--- src/rtl/pong_game_ctrl.sv ---
// pong_game_ctrl: frame-rate game controller for the motion-controlled pong display.
// Once per frame it clamps the paddle, steps the ball, resolves wall and paddle
// bounces and misses, and keeps score and lives.
// Optional feature macro: PONG_SPEEDUP_EN (ball speeds up every fourth paddle hit).
module pong_game_ctrl #(
   parameter int BALL_SPEED   = 2,
   parameter int PADDLE_HALF  = 50,
   parameter int LIVES        = 3,
   parameter int SERVE_FRAMES = 60
) (
   input  logic       clk,
   input  logic       reset,
   input  logic       frame_tick,
   input  logic       start,
   input  logic [9:0] display_x,
   output logic [9:0] paddle_x,
   output logic [9:0] ball_x,
   output logic [9:0] ball_y,
   output logic [7:0] score,
   output logic [1:0] lives,
   output logic       game_over,
   output logic       miss
);

   localparam int CNT_W = (SERVE_FRAMES > 1) ? $clog2(SERVE_FRAMES) : 1;
   localparam logic [CNT_W-1:0] CNT_LAST = CNT_W'(SERVE_FRAMES - 1);

   localparam logic signed [10:0] PAD_MIN     = 11'(PADDLE_HALF + 1);
   localparam logic signed [10:0] PAD_MAX     = 11'(638 - PADDLE_HALF);
   localparam logic signed [10:0] HIT_REACH   = 11'(PADDLE_HALF + 10);
   localparam logic signed [10:0] X_WALL_LO   = 11'sd10;
   localparam logic signed [10:0] X_WALL_HI   = 11'sd629;
   localparam logic signed [10:0] X_MIN       = 11'sd11;
   localparam logic signed [10:0] X_MAX       = 11'sd628;
   localparam logic signed [10:0] Y_WALL      = 11'sd10;
   localparam logic signed [10:0] Y_MIN       = 11'sd11;
   localparam logic signed [10:0] Y_HIT_TOP   = 11'sd440;
   localparam logic signed [10:0] Y_HIT_LINE  = 11'sd441;
   localparam logic signed [10:0] Y_MISS_LINE = 11'sd469;

   localparam logic [9:0] CENTRE_X   = 10'd320;
   localparam logic [9:0] CENTRE_Y   = 10'd240;
   localparam logic [1:0] LIVES_INIT = 2'(LIVES);

   typedef enum logic [1:0] {IDLE, SERVE, PLAY, OVER} state_t;

   state_t            state_q, state_nx;
   logic [CNT_W-1:0]  serve_cnt_q, serve_cnt_nx;
   logic              dx_neg_q, dx_neg_nx;
   logic              dy_up_q, dy_up_nx;
   logic              serve_neg_q, serve_neg_nx;
   logic [9:0]        paddle_nx, ball_x_nx, ball_y_nx;
   logic [7:0]        score_nx;
   logic [1:0]        lives_nx;
   logic              game_over_nx, miss_nx;
   logic              new_game, hit_take;
   logic [2:0]        speed;

   logic signed [10:0] step_s, bx_s, by_s, pad_s;
   logic signed [10:0] nx_s, x_new_s, dist_s, ny_up_s, ny_dn_s;
   logic               paddle_hit;

   function automatic logic [9:0] clamp_paddle(input logic [9:0] raw);
      logic signed [10:0] v;
      v = $signed({1'b0, raw});
      if (v < PAD_MIN)      return 10'(PAD_MIN);
      else if (v > PAD_MAX) return 10'(PAD_MAX);
      else                  return raw;
   endfunction

   function automatic logic [7:0] sat_inc8(input logic [7:0] v);
      return (v == 8'hFF) ? v : v + 8'd1;
   endfunction

   function automatic logic signed [10:0] abs11(input logic signed [10:0] v);
      return (v < 11'sd0) ? -v : v;
   endfunction

`ifdef PONG_SPEEDUP_EN
   logic [2:0] speed_q;

   // Speed restarts each game and steps up on every fourth hit, capped at 6.
   always_ff @(posedge clk or negedge reset) begin
      if (!reset)
         speed_q <= 3'(BALL_SPEED);
      else if (new_game)
         speed_q <= 3'(BALL_SPEED);
      else if (hit_take && (score != 8'hFF) && (score_nx[1:0] == 2'b00) && (speed_q < 3'd6))
         speed_q <= speed_q + 3'd1;
   end

   assign speed = speed_q;
`else
   assign speed = 3'(BALL_SPEED);
`endif

   // Candidate ball motion for this frame, all in 11-bit signed space so
   // nothing wraps below 0 or above 1023.
   assign step_s  = $signed({8'd0, speed});
   assign bx_s    = $signed({1'b0, ball_x});
   assign by_s    = $signed({1'b0, ball_y});
   assign pad_s   = $signed({1'b0, paddle_x});
   assign nx_s    = dx_neg_q ? (bx_s - step_s) : (bx_s + step_s);
   assign x_new_s = (nx_s <= X_WALL_LO) ? X_MIN : ((nx_s >= X_WALL_HI) ? X_MAX : nx_s);
   assign dist_s  = x_new_s - pad_s;
   assign ny_up_s = by_s - step_s;
   assign ny_dn_s = by_s + step_s;
   assign paddle_hit = !dy_up_q && (by_s <= Y_HIT_TOP) && (ny_dn_s >= Y_HIT_LINE)
                       && (abs11(dist_s) <= HIT_REACH);

   // Next-state and register-update decode; everything holds unless a frame
   // tick or a start request says otherwise.
   always_comb begin
      state_nx     = state_q;
      serve_cnt_nx = serve_cnt_q;
      dx_neg_nx    = dx_neg_q;
      dy_up_nx     = dy_up_q;
      serve_neg_nx = serve_neg_q;
      paddle_nx    = paddle_x;
      ball_x_nx    = ball_x;
      ball_y_nx    = ball_y;
      score_nx     = score;
      lives_nx     = lives;
      game_over_nx = game_over;
      miss_nx      = 1'b0;
      new_game     = 1'b0;
      hit_take     = 1'b0;

      if (frame_tick)
         paddle_nx = clamp_paddle(display_x);

      case (state_q)
         IDLE, OVER: begin
            // start wins over a coincident frame tick: no counting that frame
            if (start) begin
               new_game     = 1'b1;
               state_nx     = SERVE;
               serve_cnt_nx = '0;
               score_nx     = 8'd0;
               lives_nx     = LIVES_INIT;
               game_over_nx = 1'b0;
               ball_x_nx    = CENTRE_X;
               ball_y_nx    = CENTRE_Y;
               serve_neg_nx = 1'b0;
            end
         end
         SERVE: begin
            if (frame_tick) begin
               if (serve_cnt_q == CNT_LAST) begin
                  state_nx     = PLAY;
                  dy_up_nx     = 1'b0;
                  dx_neg_nx    = serve_neg_q;
                  serve_neg_nx = ~serve_neg_q;
                  serve_cnt_nx = '0;
               end else begin
                  serve_cnt_nx = serve_cnt_q + CNT_W'(1);
               end
            end
         end
         PLAY: begin
            if (frame_tick) begin
               ball_x_nx = 10'(x_new_s);
               if (nx_s <= X_WALL_LO)
                  dx_neg_nx = 1'b0;
               else if (nx_s >= X_WALL_HI)
                  dx_neg_nx = 1'b1;

               if (dy_up_q) begin
                  if (ny_up_s <= Y_WALL) begin
                     ball_y_nx = 10'(Y_MIN);
                     dy_up_nx  = 1'b0;
                  end else begin
                     ball_y_nx = 10'(ny_up_s);
                  end
               end else if (paddle_hit) begin
                  // a hit takes priority over a miss in the same frame
                  hit_take  = 1'b1;
                  ball_y_nx = 10'(Y_HIT_TOP);
                  dy_up_nx  = 1'b1;
                  score_nx  = sat_inc8(score);
               end else if (ny_dn_s >= Y_MISS_LINE) begin
                  miss_nx   = 1'b1;
                  ball_x_nx = CENTRE_X;
                  ball_y_nx = CENTRE_Y;
                  if (lives <= 2'd1) begin
                     lives_nx     = 2'd0;
                     state_nx     = OVER;
                     game_over_nx = 1'b1;
                  end else begin
                     lives_nx     = lives - 2'd1;
                     state_nx     = SERVE;
                     serve_cnt_nx = '0;
                  end
               end else begin
                  ball_y_nx = 10'(ny_dn_s);
               end
            end
         end
      endcase
   end

   // Game state register.
   always_ff @(posedge clk or negedge reset) begin
      if (!reset) state_q <= IDLE;
      else        state_q <= state_nx;
   end

   // Positions, directions, counters and outputs; reset restores everything.
   always_ff @(posedge clk or negedge reset) begin
      if (!reset) begin
         serve_cnt_q <= '0;
         dx_neg_q    <= 1'b0;
         dy_up_q     <= 1'b0;
         serve_neg_q <= 1'b0;
         paddle_x    <= CENTRE_X;
         ball_x      <= CENTRE_X;
         ball_y      <= CENTRE_Y;
         score       <= 8'd0;
         lives       <= LIVES_INIT;
         game_over   <= 1'b0;
         miss        <= 1'b0;
      end else begin
         serve_cnt_q <= serve_cnt_nx;
         dx_neg_q    <= dx_neg_nx;
         dy_up_q     <= dy_up_nx;
         serve_neg_q <= serve_neg_nx;
         paddle_x    <= paddle_nx;
         ball_x      <= ball_x_nx;
         ball_y      <= ball_y_nx;
         score       <= score_nx;
         lives       <= lives_nx;
         game_over   <= game_over_nx;
         miss        <= miss_nx;
      end
   end

endmodule

--- config.mk ---
export PLATFORM = sky130hd
export DESIGN_NAME = pong_game_ctrl
export DESIGN_NICKNAME = d
export VERILOG_FILES = /design/src/rtl/pong_game_ctrl.sv
export SDC_FILE = /design/constraint.sdc
export NUM_CORES = 1
export LEC_CHECK = 0
export BUFFER_PORTS_ARGS = -buffer_cell sky130_fd_sc_hd__buf_2
export CAP_MARGIN = 0
export CORE_MARGIN = 2
export CORE_UTILIZATION = 54
export CTS_CLUSTER_SIZE = 20
export DETAILED_ROUTE_END_ITERATION = 16
export PLACE_DENSITY = 0.81
export SETUP_SLACK_MARGIN = 0.5
export SKIP_LAST_GASP = 1
export SYNTH_ARGS = -nofsm -noshare
export SYNTH_HDL_FRONTEND = slang
export SYNTH_SLANG_ARGS = --single-unit
--- constraint.sdc ---
create_clock -name clk -period 6 [get_ports clk]
set_input_delay 0 -clock clk [delete_from_list [all_inputs] [get_ports clk]]
set_output_delay 0 -clock clk [all_outputs]
set_load 0.005 [all_outputs]
==> impl_metrics.json, run 1 <==
{
  "synth_area_leaders": "dfrtp_1, ha_1, a21oi_1, dfstp_2, o21ai_0",
  "overflow": 0,
  "die_w_um": 100,
  "fin_crit_sh_pct": 98.4,
  "rsz0062_at_grt": "true",
  "synth_area_leader_cell": "dfrtp_1",
  "io_buffers": 55,
  "wire_per_inst_um": 20.3,
  "fmax_mhz": 169,
  "maxSlewHeadroom_pct": 45.0,
  "async_flop_share_pct": 100,
  "synth-seq-cells": 53,
  "vias": 5670,
  "synth-warning-count": 0,
  "die_area_mm2": 0.0100,
  "cap_violations": 0,
  "syn_inst": 622,
  "crit_arrival_ns": 6.12,
  "grt_max_degree": 54,
  "clk-insertion-delay-late_ns": 0.32,
  "netlist-cell-type-count": 85,
  "cts_made_buffers": 5,
  "setup_violations": 0,
  "fin_setup_tns_ns": 0,
  "worst-r2r-cell-count": 26,
  "synth_nets": 671,
  "grtUsageTotal_pct": 30.8,
  "drive_gt1_share_pct": 33.8,
  "cts.reportedPaths.clkPinSlew_ns": 0.11,
  "design.portCount": 56,
  "fin_nets": 766,
  "drcViolationCount": 0,
  "finalCriticalPeriod_ns": 5.91,
  "ys.flop_type": "dfrtp_1",
  "hold_path_depth": 3,
  "cp_max_fo": 7,
  "crit_type": "reg2reg",
  "die_h_um": 100,
  "ys_seq_area_share_pct": 26.9,
  "hpwl_um": 10300,
  "postSynthAreaPerCell_um2": 8.01,
  "worstMarginPinSlew_ns": 0.825,
  "drv_slew": 0,
  "yosys.cell_count.top_type": "a21oi_1",
  "synth_area_mm2": 0.00498,
  "fp-row-count": 35,
  "drt_iter0_drc": 598,
  "slowest_stage": "or4b_1",
  "synth_top_cells_by_count": "a21oi_1, nor2_1, dfrtp_1, nand2_1, o21ai_0",
  "end_kind": "flip-flop",
  "holdWs_ns": 0.00328,
  "synth_edf_count": 0,
  "fin_worst_skew_ns": 0.0157,
  "antenna_cells": 0,
  "grt_pass1_wl_um": 25200,
  "coreArea_mm2": 0.00911,
  "worst_path_most_repeated_cell": "buf_4",
  "cts_tree": "yes",
  "hold_violations": 0,
  "globalplace.congestion": 0.998,
  "cts.htree.levels": 2,
  "initial_utilization_pct": 54.7,
  "cts-root-buf": "clkbuf_8",
  "dr.pass1.iters": 6,
  "drt-vias-per-instance": 6.84,
  "ant_nets": 0,
  "cpPeakStageDelay_ns": 0.52,
  "wirelength_um": 16800,
  "netlist.area_leader.share_pct": 21.6,
  "synthToLayoutAreaGrowth_pct": 31.6,
  "cts_num_sinks": 53,
  "cp-start-kind": "flip-flop",
  "clk_path_buf_depth": 2,
  "cp_data_required_time_ns": 6.22,
  "grt_pass1_vias": 5117,
  "status": "finished clean",
  "hold_path.class": "in2reg",
  "antenna_found_initial": 0
}
-- layout by cell type (no fill, tap or decap), drive strengths merged, types with 10 or more instances in the layout --
cell type / count
nor4: 11
dfstp: 10
nor2: 45
o21ai: 43
dfrtp: 43
a21o: 12
and3: 13
xnor2: 11
ha: 33
nor2b: 16
and2: 14
nand3: 19
nor3: 24
nand2: 43
a21oi: 56
buf: 110
inv: 39
a22o: 11
-- what timing repair did --
action,in CTS,in global routing
endpoints found under the setup margin,40,40
gates resized for setup,52,68
setup buffers,22,19
gates cloned,1,0
hold buffers,8,0
pin swaps,44,39
endpoints found under the hold margin,50,0
-- cell type report --
class / instances / area (µm²)
repair buffers: 118 / 787
inverters: 39 / 146
clock inverters: 2 / 37.5
well taps: 111 / 139
fillers: 636 / 2550
multi-input cells: 500 / 4020
clock buffers: 6 / 82.6
flip-flops and latches: 53 / 1340
-- logic make-up (layout without fill, tap and decap cells) --
| family | after synthesis | count (layout) | share of synthesized area [%] |
|---|---|---|---|
| AO/OA/AOI/OAI | 207 | 208 | 28.6 |
| XOR/XNOR | 17 | 17 | 2.99 |
| adder cells (fa/ha/maj) | 35 | 35 | 9.09 |
| buffers and inverters | 70 | 165 | 5.68 |
| flip-flops | 53 | 53 | 26.9 |
| multiplexers | 11 | 11 | 2.36 |
| AND/OR/NAND/NOR | 229 | 229 | 24.4 |
-- registers in the layout (all words and copies together), names as in the netlist, 2 cells and up --
name         cells
lives            2
paddle_x        10
serve_cnt_q      6
ball_y          10
score            8
ball_x          10
state_q          2
-- routing by layer --
layer / part of all wire [%] / routed length (µm) / vias up / track usage (%)
li1: - / - / 2518 / -
met1: 41 / 6890 / 2709 / 41.4
met2: 47 / 7890 / 360 / 50.3
met3: 8.4 / 1410 / 83 / 4.25
met4: 3.9 / 659 / 0 / 12.8
met5: 0 / 0 / - / 0
-- worst max-delay path, delay by kind of cell, from the launching register on --
kind	cells	cell delay (ns)
adder cells (fa/ha/maj)	2	0.68
AO/OA/AOI/OAI	10	2.09
flip-flops	1	0.46
XOR/XNOR	2	0.44
buffers and inverters	6	0.94
AND/OR/NAND/NOR	6	1.18
-- path summary, 6_finish.rpt --
kind,end,slack [ns],startpoint
min in group asynchronous,paddle_x[2]$_DFFE_PN0P_,0.31,reset
setup / recovery,score[2]$_DFFE_PN0P_,0.09,ball_x[2]$_DFFE_PN0P_
hold / removal,paddle_x[5]$_DFFE_PN0P_,0.003,display_x[5]
hold reg to reg,lives[0]$_DFFE_PN1P_,0.51,lives[0]$_DFFE_PN1P_
max in group asynchronous,dx_neg_q$_DFFE_PN0P_,5.16,reset
setup reg to reg,score[2]$_DFFE_PN0P_,0.09,ball_x[2]$_DFFE_PN0P_
-- through the flow --
stage          instances  area [µm²]  setup slack [ns]  util, %
5_1_grt              829        6560           -0.0413     72.0
2_1_floorplan        622        5070             0.502        -
3_5_place_dp         771        5440           -0.0462     59.8
3_3_place_gp         771        5440             0.187     59.8
6_report             829        6560            0.0948     72.0
4_1_cts              810        6080             0.361     66.8
Power of run 1 is left out: the tool's default activity adds up to more than one toggle a clock period on the data nets, which glitch-free logic cannot reach.
==> inputs of run 2 (changes only) <==
==> constraint.sdc (replaced) <==
create_clock -name clk -period 6 [get_ports clk]
set_input_delay 0.9 -clock clk [delete_from_list [all_inputs] [get_ports clk]]
set_output_delay 0.9 -clock clk [all_outputs]
set_load 0.005 [all_outputs]
==> impl_metrics.json, run 2 (synthesis gave the netlist of run 1 again) <==
{
  "drv_slew": 0,
  "fin_cells": 821,
  "antenna_found_initial": 0,
  "worstMarginPinSlew_ns": 0.833,
  "cp_data_required_time_ns": 6.22,
  "holdPathEnd": "lives[0]$_DFFE_PN1P_",
  "reg_top3": "ball_x (10), ball_y (10), paddle_x (10)",
  "worst_slack_ns": 0.0734,
  "rsz0062_at_grt": "true",
  "die_h_um": 100,
  "drive_gt1_share_pct": 34.2,
  "drt-vias-per-instance": 6.90,
  "fin_crit_sh_pct": 98.8,
  "ctsHoldBuffers": 0,
  "drcViolationCount": 0,
  "io_buffers": 55,
  "maxSlewHeadroom_pct": 44.5,
  "hold_start": "lives[0]$_DFFE_PN1P_",
  "overflow": 0,
  "wire_per_inst_um": 20.3,
  "worstReg2RegStart": "ball_x[2]$_DFFE_PN0P_",
  "status": "finished clean",
  "antenna_cells": 0,
  "hold_violations": 0,
  "cp-start-kind": "flip-flop",
  "grt_pass1_wl_um": 25200,
  "final_cell_mix": "buf_2, buf_4, nor2_1",
  "worst_path_most_repeated_cell": "buf_4",
  "synthToLayoutAreaGrowth_pct": 30.0,
  "cp_max_fo": 7,
  "grt_max_degree": 54,
  "worstReg2RegEnd": "score[2]$_DFFE_PN0P_",
  "vias": 5667,
  "final_common_cell": "buf_2",
  "cts_num_sinks": 53,
  "cts_tree": "yes",
  "drt_iter0_drc": 542,
  "worst-r2r-cell-count": 26,
  "ff2ff_setup_slack_ns": 0.07,
  "die_w_um": 100,
  "cts-root-buf": "clkbuf_8",
  "post-place-cells": 771,
  "hold_path_depth": 2,
  "crit_arrival_ns": 6.15,
  "clk_path_buf_depth": 2,
  "cts_made_buffers": 5,
  "end_kind": "flip-flop",
  "grtUsageTotal_pct": 30.8,
  "fin_setup_tns_ns": 0,
  "die_area_mm2": 0.0100,
  "finalCriticalPeriod_ns": 5.93,
  "hold_path.class": "reg2reg",
  "grt_pass1_vias": 5111,
  "fin_nets": 758,
  "globalplace.congestion": 0.998,
  "fmax_mhz": 169,
  "crit_type": "reg2reg",
  "hpwl_um": 10300,
  "cpPeakStageDelay_ns": 0.52,
  "design.portCount": 56,
  "slowest_stage": "or4b_1",
  "cts.htree.levels": 2,
  "dr.pass1.iters": 5,
  "initial_utilization_pct": 54.7,
  "pre_cts_ws_ns": -0.0462,
  "wirelength_um": 16700,
  "fin_worst_skew_ns": 0.0177,
  "fp-row-count": 35,
  "ant_nets": 0,
  "clk-insertion-delay-late_ns": 0.33,
  "coreArea_mm2": 0.00911,
  "cts.reportedPaths.clkPinSlew_ns": 0.11,
  "cap_violations": 0,
  "setup_violations": 0
}
==> run 2: critical path: cells and delay by family (launching register included) <==
kind | cells | cell delay, ns
adders and majority gates | 2 | 0.68
AOI/OAI and AO/OA | 10 | 2.11
and+or+nand+nor | 6 | 1.17
xor gates and xnor gates | 2 | 0.45
buffers and inverters | 6 | 0.93
DFF | 1 | 0.46
==> run 2: timing repair <==
item / 4_1_cts / 5_1_grt
pin swaps: 44 / 39
cloned: 1 / 0
resized for setup: 52 / 68
setup buffers: 22 / 19
setup endpoints to repair: 40 / 40
==> run 2: worst max path at each step <==
stage                           from                     to  depth (start not counted)
3_3_place_gp    dx_neg_q$_DFFE_PN0P_   score[5]$_DFFE_PN0P_                         22
2_1_floorplan   dx_neg_q$_DFFE_PN0P_   score[5]$_DFFE_PN0P_                         25
3_5_place_dp    dx_neg_q$_DFFE_PN0P_  ball_y[3]$_DFFE_PN0P_                         24
4_1_cts         dx_neg_q$_DFFE_PN0P_   score[4]$_DFFE_PN0P_                         24
5_1_grt        ball_x[2]$_DFFE_PN0P_   score[5]$_DFFE_PN0P_                         24
6_report       ball_x[2]$_DFFE_PN0P_   score[2]$_DFFE_PN0P_                         26
==> run 2: cell type report <==
cell class / instances / area [µm²]
Tap cell: 111 / 139
Timing Repair Buffer: 110 / 707
Clock inverter: 2 / 37.5
Clock buffer: 6 / 82.6
Inverter: 39 / 146
Multi-Input combinational cell: 500 / 4020
Sequential cell: 53 / 1340
Fill cell: 644 / 2630
==> run 2: routing by layer <==
metal  wire length (µm)  track usage [%]  vias up
li1                   -                -     2501
met2               7880             50.2      400
met4                639             12.8        0
met3               1400             4.25       84
met5                  0                0        -
met1               6780             41.5     2682
==> run 2: through the flow <==
stage | util [%] | hold slack, ns | instance area, µm²
floorplan | - | 0.471 | 5070
global placement | 59.8 | 0.475 | 5440
detailed placement | 59.8 | 0.487 | 5440
CTS | 65.9 | 0.511 | 6000
global route | 71.1 | 0.545 | 6470
finish | 71.1 | 0.514 | 6470
Power of run 2 is left out for the same reason.
